[src/rtl/stall_ctrl_if.sv]
// Hazard-unit handshake bundle: ID/EX hazard inputs from the pipeline and
// stall/flush/busy controls back to it.
interface stall_ctrl_if;
    logic [4:0] id_rs;
    logic [4:0] id_rt;
    logic [1:0] id_rs_tuse;
    logic [1:0] id_rt_tuse;
    logic [4:0] id_wa;
    logic [1:0] id_tnew;
    logic       id_md_use;
    logic       ex_md_start;
    logic       ex_md_kind;
    logic       stall;
    logic       flush_idex;
    logic       md_busy;

    modport master (
        output id_rs, id_rt, id_rs_tuse, id_rt_tuse, id_wa, id_tnew,
               id_md_use, ex_md_start, ex_md_kind,
        input  stall, flush_idex, md_busy
    );

    modport slave (
        input  id_rs, id_rt, id_rs_tuse, id_rt_tuse, id_wa, id_tnew,
               id_md_use, ex_md_start, ex_md_kind,
        output stall, flush_idex, md_busy
    );
endinterface

[src/rtl/stall_ctrl.sv]
// Pipeline hazard unit: Tuse/Tnew scoreboard over the EX and MEM stages plus a
// mult/div occupancy counter, producing a zero-latency stall and ID/EX flush.
module stall_ctrl (
    input  logic         clk,
    input  logic         reset,
    stall_ctrl_if.slave  bus
);
    logic [4:0] e_wa_reg;
    logic [1:0] e_tnew_reg;
    logic [4:0] m_wa_reg;
    logic [1:0] m_tnew_reg;
    logic [3:0] md_count_reg;

    logic [4:0] src_reg  [2];
    logic [1:0] src_tuse [2];
    logic [1:0] hazard;
    logic       md_busy;
    logic       stall;

    assign src_reg[0]  = bus.id_rs;
    assign src_tuse[0] = bus.id_rs_tuse;
    assign src_reg[1]  = bus.id_rt;
    assign src_tuse[1] = bus.id_rt_tuse;

    // A source operand stalls when a producer still in flight needs more
    // cycles to deliver than the consumer can wait; $0 and unread operands never do.
    generate
        for (genvar gi = 0; gi < 2; gi++) begin : g_src
            assign hazard[gi] = (src_reg[gi] != 5'd0) && (src_tuse[gi] != 2'd3) &&
                                (((e_wa_reg == src_reg[gi]) && (e_tnew_reg > src_tuse[gi])) ||
                                 ((m_wa_reg == src_reg[gi]) && (m_tnew_reg > src_tuse[gi])));
        end
    endgenerate

    assign md_busy = bus.ex_md_start || (md_count_reg != 4'd0);
    assign stall   = (|hazard) || (bus.id_md_use && md_busy);

    assign bus.stall      = stall;
    assign bus.flush_idex = stall;
    assign bus.md_busy    = md_busy;

    always_ff @(posedge clk) begin
        if (reset) begin
            e_wa_reg     <= 5'd0;
            e_tnew_reg   <= 2'd0;
            m_wa_reg     <= 5'd0;
            m_tnew_reg   <= 2'd0;
            md_count_reg <= 4'd0;
        end else begin
            // A stalled cycle pushes a bubble into EX; MEM always advances.
            if (stall) begin
                e_wa_reg   <= 5'd0;
                e_tnew_reg <= 2'd0;
            end else begin
                e_wa_reg   <= bus.id_wa;
                e_tnew_reg <= bus.id_tnew;
            end
            m_wa_reg   <= e_wa_reg;
            m_tnew_reg <= (e_tnew_reg == 2'd0) ? 2'd0 : e_tnew_reg - 2'd1;

            // A new start simply reloads, even over an operation still running.
            if (bus.ex_md_start) begin
                md_count_reg <= bus.ex_md_kind ? 4'd10 : 4'd5;
            end else if (md_count_reg != 4'd0) begin
                md_count_reg <= md_count_reg - 4'd1;
            end
        end
    end
endmodule

[src/flat_wrapper.sv]
// flat-port wrapper written by rule: the top's interface ports become plain ports
module stall_ctrl_flat 
  (clk, reset, bus_id_rs, bus_id_rt, bus_id_rs_tuse, bus_id_rt_tuse, bus_id_wa, bus_id_tnew, bus_id_md_use, bus_ex_md_start, bus_ex_md_kind, bus_stall, bus_flush_idex, bus_md_busy);
  stall_ctrl_if bus_i ();
  input  logic clk;
  input  logic reset;
  input wire logic [$bits(bus_i.id_rs)-1:0] bus_id_rs;
  input wire logic [$bits(bus_i.id_rt)-1:0] bus_id_rt;
  input wire logic [$bits(bus_i.id_rs_tuse)-1:0] bus_id_rs_tuse;
  input wire logic [$bits(bus_i.id_rt_tuse)-1:0] bus_id_rt_tuse;
  input wire logic [$bits(bus_i.id_wa)-1:0] bus_id_wa;
  input wire logic [$bits(bus_i.id_tnew)-1:0] bus_id_tnew;
  input wire logic [$bits(bus_i.id_md_use)-1:0] bus_id_md_use;
  input wire logic [$bits(bus_i.ex_md_start)-1:0] bus_ex_md_start;
  input wire logic [$bits(bus_i.ex_md_kind)-1:0] bus_ex_md_kind;
  output wire logic [$bits(bus_i.stall)-1:0] bus_stall;
  output wire logic [$bits(bus_i.flush_idex)-1:0] bus_flush_idex;
  output wire logic [$bits(bus_i.md_busy)-1:0] bus_md_busy;
  assign bus_i.id_rs = bus_id_rs;
  assign bus_i.id_rt = bus_id_rt;
  assign bus_i.id_rs_tuse = bus_id_rs_tuse;
  assign bus_i.id_rt_tuse = bus_id_rt_tuse;
  assign bus_i.id_wa = bus_id_wa;
  assign bus_i.id_tnew = bus_id_tnew;
  assign bus_i.id_md_use = bus_id_md_use;
  assign bus_i.ex_md_start = bus_ex_md_start;
  assign bus_i.ex_md_kind = bus_ex_md_kind;
  assign bus_stall = bus_i.stall;
  assign bus_flush_idex = bus_i.flush_idex;
  assign bus_md_busy = bus_i.md_busy;
  stall_ctrl u_core (.clk(clk), .reset(reset), .bus(bus_i));
endmodule
[config.mk]
export PLATFORM = sky130hd
export DESIGN_NAME = stall_ctrl_flat
export DESIGN_NICKNAME = d
export VERILOG_FILES = /design/src/rtl/stall_ctrl_if.sv /design/src/rtl/stall_ctrl.sv /design/src/flat_wrapper.sv
export SDC_FILE = /design/constraint.sdc
export NUM_CORES = 1
export LEC_CHECK = 0
export ABC_CLOCK_PERIOD_IN_PS = 1990
export CELL_PAD_IN_SITES_DETAIL_PLACEMENT = 1
export CELL_PAD_IN_SITES_GLOBAL_PLACEMENT = 1
export CORE_UTILIZATION = 35
export DETAILED_ROUTE_END_ITERATION = 8
export DONT_BUFFER_PORTS = 1
export HOLD_SLACK_MARGIN = 0.05
export PLACE_DENSITY = 0.75
export SLEW_MARGIN = 20
export SYNTH_ARGS = -nofsm -noshare
export SYNTH_HDL_FRONTEND = slang
export SYNTH_SLANG_ARGS = --single-unit
[constraint.sdc]
create_clock -name clk -period 1.99 [get_ports clk]
set_input_delay 0.2985 -clock clk [delete_from_list [all_inputs] [get_ports clk]]
set_output_delay 0.2985 -clock clk [all_outputs]
set_load 0.01 [all_outputs]
Word-level counts from Yosys, hierarchy flattened
Index checks and enable logic that the tools add are counted.
{"block": "word_totals", "register_bits": 18, "inputBits": 26, "output_inout_bits": 3, "word_cells": 41}
{"block": "classes", "add_sub_neg": 2, "order_cmp": 4, "eq_ne": 6, "mux": 3, "reduce_logical": 21}
{"operator": "equality test 5 bit", "count": 4}
{"operator": "two-way mux 4 bit", "count": 3}
{"operator": "nonzero test 5 bit", "count": 2}
{"operator": "logical AND 1 bit", "count": 9}
{"operator": "> comparator 2 bit", "count": 4}
{"operator": "OR reduction 2 bit", "count": 3}
{"operator": "logical OR 1 bit", "count": 4}
{"operator": "inequality test 2 bit, second input constant", "count": 2}
{"operator": "nonzero test 4 bit", "count": 1}
{"operator": "subtractor 4 x 1 -> 4 bit, second input constant", "count": 1}
{"operator": "logical NOT 2 bit", "count": 1}
{"operator": "nonzero test 2 bit", "count": 1}
{"operator": "subtractor 2 x 1 -> 2 bit, second input constant", "count": 1}

Longest topological paths before layout
Gate-level depths: netlist of run 1.
{"block": "depth", "word_depth": 7, "depth_mapped": 8, "mapped_depth_nobuf": 7}

Worst setup path before layout of run 1
Ideal clock, no wire load.
{"block": "synth_timing", "kind": "register -> output", "from": "register u_core.md_count_reg[0]", "to": "output bus_stall", "t_arrival_ns": 1.810, "required_time_ns": 1.691, "path_slack_ns": -0.119, "path_stages_with_launch": 9, "path_buffers": 2, "path_cell_list": "dfxtp_1 inv_1 ha_1 nor3b_2 nand2b_1 and2_1 buf_1 or3_1 buf_4"}
{"block": "synth_between", "elab_chain_cells": 4}
{"element": "start: declaration", "line_no": "stall_ctrl.sv:12", "rtl": "logic [3:0] md_count_reg;"}
{"element": "start signal: assignment", "line_no": "stall_ctrl.sv:63", "rtl": "md_count_reg <= bus.ex_md_kind ? 4'd10 : 4'd5;"}
{"element": "start signal: assignment", "line_no": "stall_ctrl.sv:65", "rtl": "md_count_reg <= md_count_reg - 4'd1;"}
{"element": "nonzero test 4 bit", "line_no": "stall_ctrl.sv:35", "rtl": "assign md_busy = bus.ex_md_start || (md_count_reg != 4'd0);"}
{"element": "logical OR 1 bit", "line_no": "stall_ctrl.sv:35"}
{"element": "via bus_md_busy", "line_no": "flat_wrapper.sv:18", "rtl": "output wire logic [$bits(bus_i.md_busy)-1:0] bus_md_busy;"}
{"element": "logical AND 1 bit", "line_no": "stall_ctrl.sv:36", "rtl": "assign stall = (|hazard) || (bus.id_md_use && md_busy);"}
{"element": "logical OR 1 bit", "line_no": "stall_ctrl.sv:36"}
{"element": "end: declaration", "line_no": "flat_wrapper.sv:16", "rtl": "output wire logic [$bits(bus_i.stall)-1:0] bus_stall;"}
The timed path passes the listed nets, and every way through them passes these cells.

Worst setup path after layout of run 1
{"block": "layout_timing", "from": "register u_core.e_tnew_reg[1]", "to": "output bus_stall"}
{"block": "layout_between", "elab_chain_cells": 6, "word_cells_on_any_way": 10, "classes_between": "order compare (2); reduce/logical (8)"}
{"element": "start: declaration", "line_no": "stall_ctrl.sv:9", "rtl": "logic [1:0] e_tnew_reg;"}
{"element": "start signal: assignment", "line_no": "stall_ctrl.sv:56", "rtl": "e_tnew_reg <= bus.id_tnew;"}
{"element": "> comparator 2 bit", "line_no": "stall_ctrl.sv:30", "rtl": "(((e_wa_reg == src_reg[gi]) && (e_tnew_reg > src_tuse[gi])) ||"}
{"element": "logical AND 1 bit", "line_no": "stall_ctrl.sv:30"}
{"element": "logical OR 1 bit", "line_no": "stall_ctrl.sv:30"}
{"element": "logical AND 1 bit", "line_no": "stall_ctrl.sv:29", "rtl": "assign hazard[gi] = (src_reg[gi] != 5'd0) && (src_tuse[gi] != 2'd3) &&"}
{"element": "OR reduction 2 bit *", "line_no": "stall_ctrl.sv:36"}
{"element": "logical OR 1 bit *", "line_no": "stall_ctrl.sv:36"}
Mark *: on every way between the ends. The rest lies on a longest branch, timed or not.

==> impl_results.md, run 1 <==
* Status: complete, but fails checks
* Clock sink total at 18
* Fillers at 367
* Hold Vio Cnt, Final at 0
* Share of cells above drive strength 1 at 26.87%
* Drt initial violations at 25
* Largest net degree at the start of global routing at 18
* Vias in the first global route at 891
* Synthesized area per cell at 8.878 um^2
* Initial Utilization at 36.64%
* Worst setup EP type: output pin
* DRC viols at 0
* Gate Count Post-Synth at 126
* WL/cell at 14.36 um
* R2R cell count at 7
* Final setup viols at 2
* Final Critical Period at 2.170 ns
* Post-synthesis sequential area ratio at 32.21%
* Reg2reg setup slack at 0.27 ns
* Crit Reg-Reg Endpoint: u_core.e_tnew_reg[1]
* CP Class: flop to output pin
* Latest clock arrival within the worst-skew pair at 0.29 ns
* CTS tree: yes
* Final WS setup at -0.1805 ns
* Hold depth at 1
* Finished Core Util at 45.08%
* Die Ht at 58.53 um
* Root Driver: clkbuf_4
* Share of synthesized registers carrying an async set or reset at 0%
* Max-slew headroom at 82.75%
* Max-slew violations at 0
* Port Buf Inserts at 0
* GRT overflow at 0
* RePlAce Congestion at 0.7491
* Reg2Reg Launch Point: u_core.m_tnew_reg[1]
* Worst IR Drop VDD at 352.5 uV
* Die X at 58.53 um
* Clk_skew at 0.007583 ns
* Worst Path Required at 1.69 ns
* Final worst path period share at 109.1%
* Max-cap violation count at 0
* Row count at 20
* Area growth, synth to finish at 23.04%
* GRT Overall Usage at 15.52%
* Initial DRT Pass Iterations at 4
* First-pass GRT wire length at 3.864 mm
* Synth Register Bits at 18
* Die ar. at 3426 um^2
* Static Leak at 0.5159 nW
* Data arrival, critical path at 1.87 ns
* Failing checks: negative setup slack
* P per Cell Area at 629.7 nW/um^2
* Worst Tran Pin Value at 0.2584 ns
* Synthesis warning total at 0
* Worst-path clk slew at 0.10 ns
* Initial antenna violation count at 0
* RSZ-0062 raised after global routing: true
* Clock Tree Buf Depth at 2
* Number of synthesized flops with an enable pin at 0
* Placed Cells incl. Taps at 171
* Main synth FF type: dfxtp_1
* Count of cell types in the netlist at 25
* Mapped cell area at 1119 um^2
* Hold Path Class: input pin to flop
* Fmax achieved at 0.4607 GHz
* H-tree Lvls at 1
* CP startpoint: u_core.e_tnew_reg[1]
* Num CTS Buffers at 3
* Worst Setup Start Kind: flop
* Crit-path max FO at 3
* Total power at 0.8667 mW
* Syn nets at 163
* Top Ports at 29
* DR vias at 910
* Total Nets Final at 172
* Hold path start: reset
* HPWL Detailed at 2.076 mm
* Final ANT Viol Nets at 0
* Total wire length at 2.556 mm
* Via/cell ratio at 5.112
* Hold Path End: u_core.md_count_reg[0]
* Antenna cell count at 0
* Non-filler cells, final at 178
* Core region area at 3053 um^2
## final cells by class
cell class,count,area [um^2],area share (%)
Timing Repair Buffer,7,57.56,4.182
Sequential cell,18,369.1,26.82
Clock buffer,4,36.28,2.636
Tap cell,44,55.05,4.000
Inverter,11,43.79,3.182
Multi-Input combinational cell,94,814.5,59.18
## repair_timing
action / in CTS / in global routing
pin swaps: 9 / 2
hold buffers: 1 / 1
endpoints found under the setup margin: 2 / 2
resized for setup: 18 / 2
buffers inserted: 1 / 0
endpoints found under the hold margin: 2 / 3
## metrics by stage
stage	TNS [ns]	area, um^2	setup slack (ns)	hold slack [ns]
final	-0.3609	1376	-0.1805	0.05991
after CTS	-0.3819	1356	-0.1910	0.05139
after detailed placement	0	1214	0.08301	0.3669
after global routing	-0.4668	1376	-0.2334	0.05091
after floorplan	0	1155	0.002050	0.3627
after global placement	0	1214	0.1160	0.3650
## cells in the mapped netlist (3+ instances only)
| cell type | n | area share [%] |
|---|---|---|
| dfxtp_1 | 18 | 32 |
| xnor2_1 | 13 | 10 |
| ha_1 | 11 | 12 |
| inv_1 | 11 | 3.7 |
| nor4_1 | 11 | 6.2 |
| xor2_1 | 10 | 7.8 |
| nand2b_1 | 9 | 5.0 |
| nand2_1 | 8 | 2.7 |
| nor2b_1 | 6 | 3.4 |
| a21oi_1 | 5 | 2.2 |
| nand4_1 | 4 | 2.2 |
| nor2_1 | 3 | 1.0 |
| nor3_1 | 3 | 1.3 |
## worst max-delay path by stage
stage           endpoint  slack, ns  cells past startpoint
6_report       bus_stall      -0.18                      6
5_1_grt        bus_stall      -0.23                      6
4_1_cts        bus_stall      -0.19                      7
3_5_place_dp   bus_stall       0.08                      7
3_3_place_gp   bus_stall       0.12                      6
2_1_floorplan  bus_stall      0.002                      8
## worst max-delay path, stage by stage (launching register included)
cell and delay, ns:
dfxtp_4 0.39, ha_4 0.28, nand2_2 0.05, nand4_1 0.07
nor4_1 0.05, o221a_2 0.30, or3_4 0.44
## kinds of logic (layout without fill, tap and decap cells)
group | after synthesis | after routing | synth area share (%)
mux | 1 | 1 | 1.007
flops | 18 | 18 | 32.22
xor+xnor | 23 | 23 | 18.01
buf+inv | 14 | 22 | 5.033
compound gates | 10 | 10 | 6.040
fa+ha+maj | 11 | 11 | 12.30
simple gates | 49 | 49 | 25.39
## power by group
part / leakage (nW) / internal [mW] / switching (mW) / total [mW]
combinational: 0.345 / 0.125 / 0.105 / 0.230
clock: 0.0210 / 0.111 / 0.110 / 0.222
sequential: 0.150 / 0.387 / 0.0280 / 0.415
total: 0.516 / 0.623 / 0.244 / 0.867
## layout by cell type, fill, tap and decap left out, types with 2 or more instances in the layout
cell type       n
xnor2_1        13
dfxtp_1        13
xor2_1         10
nor4_1         10
nand2b_1        9
inv_1           7
nand2_1         6
nor2b_1         6
ha_4            6
ha_1            5
buf_4           5
nand4_1         4
a21oi_2         4
dfxtp_2         4
inv_2           3
nor2_1          3
nor3_1          3
clkbuf_4        3
nand2_2         2
or4_1           2
o221a_2         2
dlygate4sd3_1   2
## metal layers
| metal | global-route usage [%] | up-vias | share of wire, % |
|---|---|---|---|
| li1 | - | 447 | - |
| met1 | 19.78 | 433 | 45 |
| met2 | 25.94 | 26 | 49 |
| met3 | 2.198 | 4 | 4.9 |
| met4 | 7.143 | 0 | 1.3 |
| met5 | 0 | - | 0 |
Power figures use the tool's default switching activity.
==> run 2, diff against run 1 <==
ABC_CLOCK_PERIOD_IN_PS = 2200   (was 1990)
CORE_UTILIZATION = 45   (was 35)
PLACE_DENSITY = 0.87   (was 0.75)
clock period = 2.2 ns   (was 1.99 ns; I/O delays follow)
==> run 2 against run 1 <==
Net effect:
- design area is 4.6% lower
- die area decreased by 22%
- sequential cell count unchanged
- highest routed layer unchanged
- clock-buffer cell count is 1 lower
- the flow still finishes with violations (negative setup slack)
- largest power group unchanged
- setup slack improved by 0.18 ns
- sequential power fell by 9.4%
- global-route usage up 7.0 points
- core utilization up 13 points
- total power shrank 14%
- cell count shrank 9.6%
- first-iteration DRC count shrank 60%
- sequential share of layout area increased by 1.4 points
==> impl_results.md, run 2 (synthesis gave the netlist of run 1 again) <==
* Worst-path clk slew at 0.09 ns
* Worst Path Required at 1.87 ns
* Row count at 17
* Clk_skew at 0.005341 ns
* Max-cap violation count at 0
* WL/cell at 16.44 um
* Clock sink total at 18
* Root Driver: clkbuf_4
* Initial antenna violation count at 0
* H-tree Lvls at 1
* DR vias at 900
* Fillers at 268
* DRC viols at 0
* Clock Tree Buf Depth at 2
* Port Buf Inserts at 0
* RePlAce Congestion at 0.9143
* Total Nets Final at 172
* Final worst path period share at 100.1%
* Latest clock arrival within the worst-skew pair at 0.29 ns
* Initial DRT Pass Iterations at 4
* Data arrival, critical path at 1.87 ns
* Largest net degree at the start of global routing at 19
* Total Negative Setup Slacks at -0.002594 ns
* Most frequent cells in the layout: xnor2_1, dfxtp_1, xor2_1, nand2b_1, nor4_1
* Static Leak at 0.5112 nW
* First-pass GRT wire length at 4.195 mm
* Drt initial violations at 10
* Final ANT Viol Nets at 0
* HPWL Detailed at 2.050 mm
* Worst setup EP type: output pin
* Final Critical Period at 2.201 ns
* Hold Vio Cnt, Final at 0
* Worst Setup Start Kind: flop
* Share of cells above drive strength 1 at 25.56%
* Max-slew violations at 0
* Multi-input logic area at 788.3 um^2
* Crit-path max FO at 3
* Total wire length at 2.647 mm
* Max-slew headroom at 82.72%
* Core region area at 2276 um^2
* Die Ht at 51.86 um
* Fmax achieved at 0.4543 GHz
* P per Cell Area at 565.6 nW/um^2
* Worst Tran Pin Value at 0.2569 ns
* Status: complete, but fails checks
* Sequential cell area at 370.4 um^2
* Failing checks: negative setup slack
* Final WS setup at -0.001298 ns
* GRT overflow at 0
* CP Class: flop to output pin
* Die X at 51.86 um
* Final setup viols at 2
* Via/cell ratio at 5.590
* CTS tree: yes
* Die ar. at 2689 um^2
* Vias in the first global route at 964
* Num CTS Buffers at 3
* Finished Core Util at 57.67%
* RSZ-0062 raised after global routing: true
* GRT Overall Usage at 22.52%
* Worst IR Drop VDD at 425.9 uV
* Commonest non-fill, non-tap cell in the layout: xnor2_1
* Initial Utilization at 49.15%
* Antenna cell count at 0
* Hold Path Class: input pin to flop
* Area growth, synth to finish at 17.34%
* Top Ports at 29
## run 2: cell count changes in the layout (fill, tap and decap cells not counted), moves of 2 or more
cell	change
a21oi_1	+2
a21oi_2	-2
buf_4	+2
dlygate4sd3_1	-2
ha_1	+2
ha_4	-2
## run 2: layout make-up
type | count | area share [%]
inverters | 11 | 3.337
well taps | 28 | 2.669
repair buffers | 7 | 4.004
flip-flops and latches | 18 | 28.22
clock buffers | 3 | 1.716
multi-input cells | 94 | 60.06
## run 2: layer usage
layer | up-vias | wire length (um) | track usage [%]
met5 | - | 0 | 0
met4 | 0 | 89 | 13.51
met3 | 8 | 125 | 4.386
met2 | 31 | 1284 | 38.46
met1 | 416 | 1147 | 25.54
li1 | 445 | - | -
## run 2: critical path: stages (launching register included)
cell	delay, ns
dfxtp_2	0.37
inv_4	0.05
ha_4	0.26
nand2_2	0.04
nand4_1	0.09
nor4_2	0.06
o221a_2	0.29
or3_4	0.41
## run 2: final timing paths
path         slack [ns]                     end            startpoint  cells after the start
max reg2reg        0.39      u_core.e_wa_reg[1]  u_core.e_tnew_reg[0]                      9
min                0.09  u_core.md_count_reg[1]                 reset                      1
min reg2reg        0.46    u_core.m_tnew_reg[0]  u_core.e_tnew_reg[0]                      1
max              -0.001               bus_stall  u_core.e_tnew_reg[0]                      7
## run 2: through the flow
step                      power, mW  area (um^2)  setup slack, ns  hold slack [ns]  cells
after detailed placement     0.5454         1154           0.1231           0.4055    153
after global routing         0.7876         1313         -0.04505          0.07053    161
after CTS                    0.7255         1244         0.001373          0.08664    159
after global placement       0.5308         1154           0.1801           0.4027    153
after floorplan              0.5112         1119          0.05957           0.4005    126
final                        0.7424         1313        -0.001298          0.09264    161
## run 2: power breakdown
part / internal (mW) / switching (mW) / total (mW)
sequential: 0.350 / 0.0252 / 0.376
combinational: 0.113 / 0.0973 / 0.210
clock: 0.0637 / 0.0931 / 0.157
total: 0.527 / 0.216 / 0.742
## run 2: what timing repair did
| action | in CTS | in global routing |
|---|---|---|
| hold buffers | 0 | 0 |
| pin swaps | 6 | 4 |
| setup buffers | 3 | 2 |
| resized for setup | 10 | 13 |
| setup endpoints to repair | 2 | 2 |
| gates cloned | 0 | 0 |
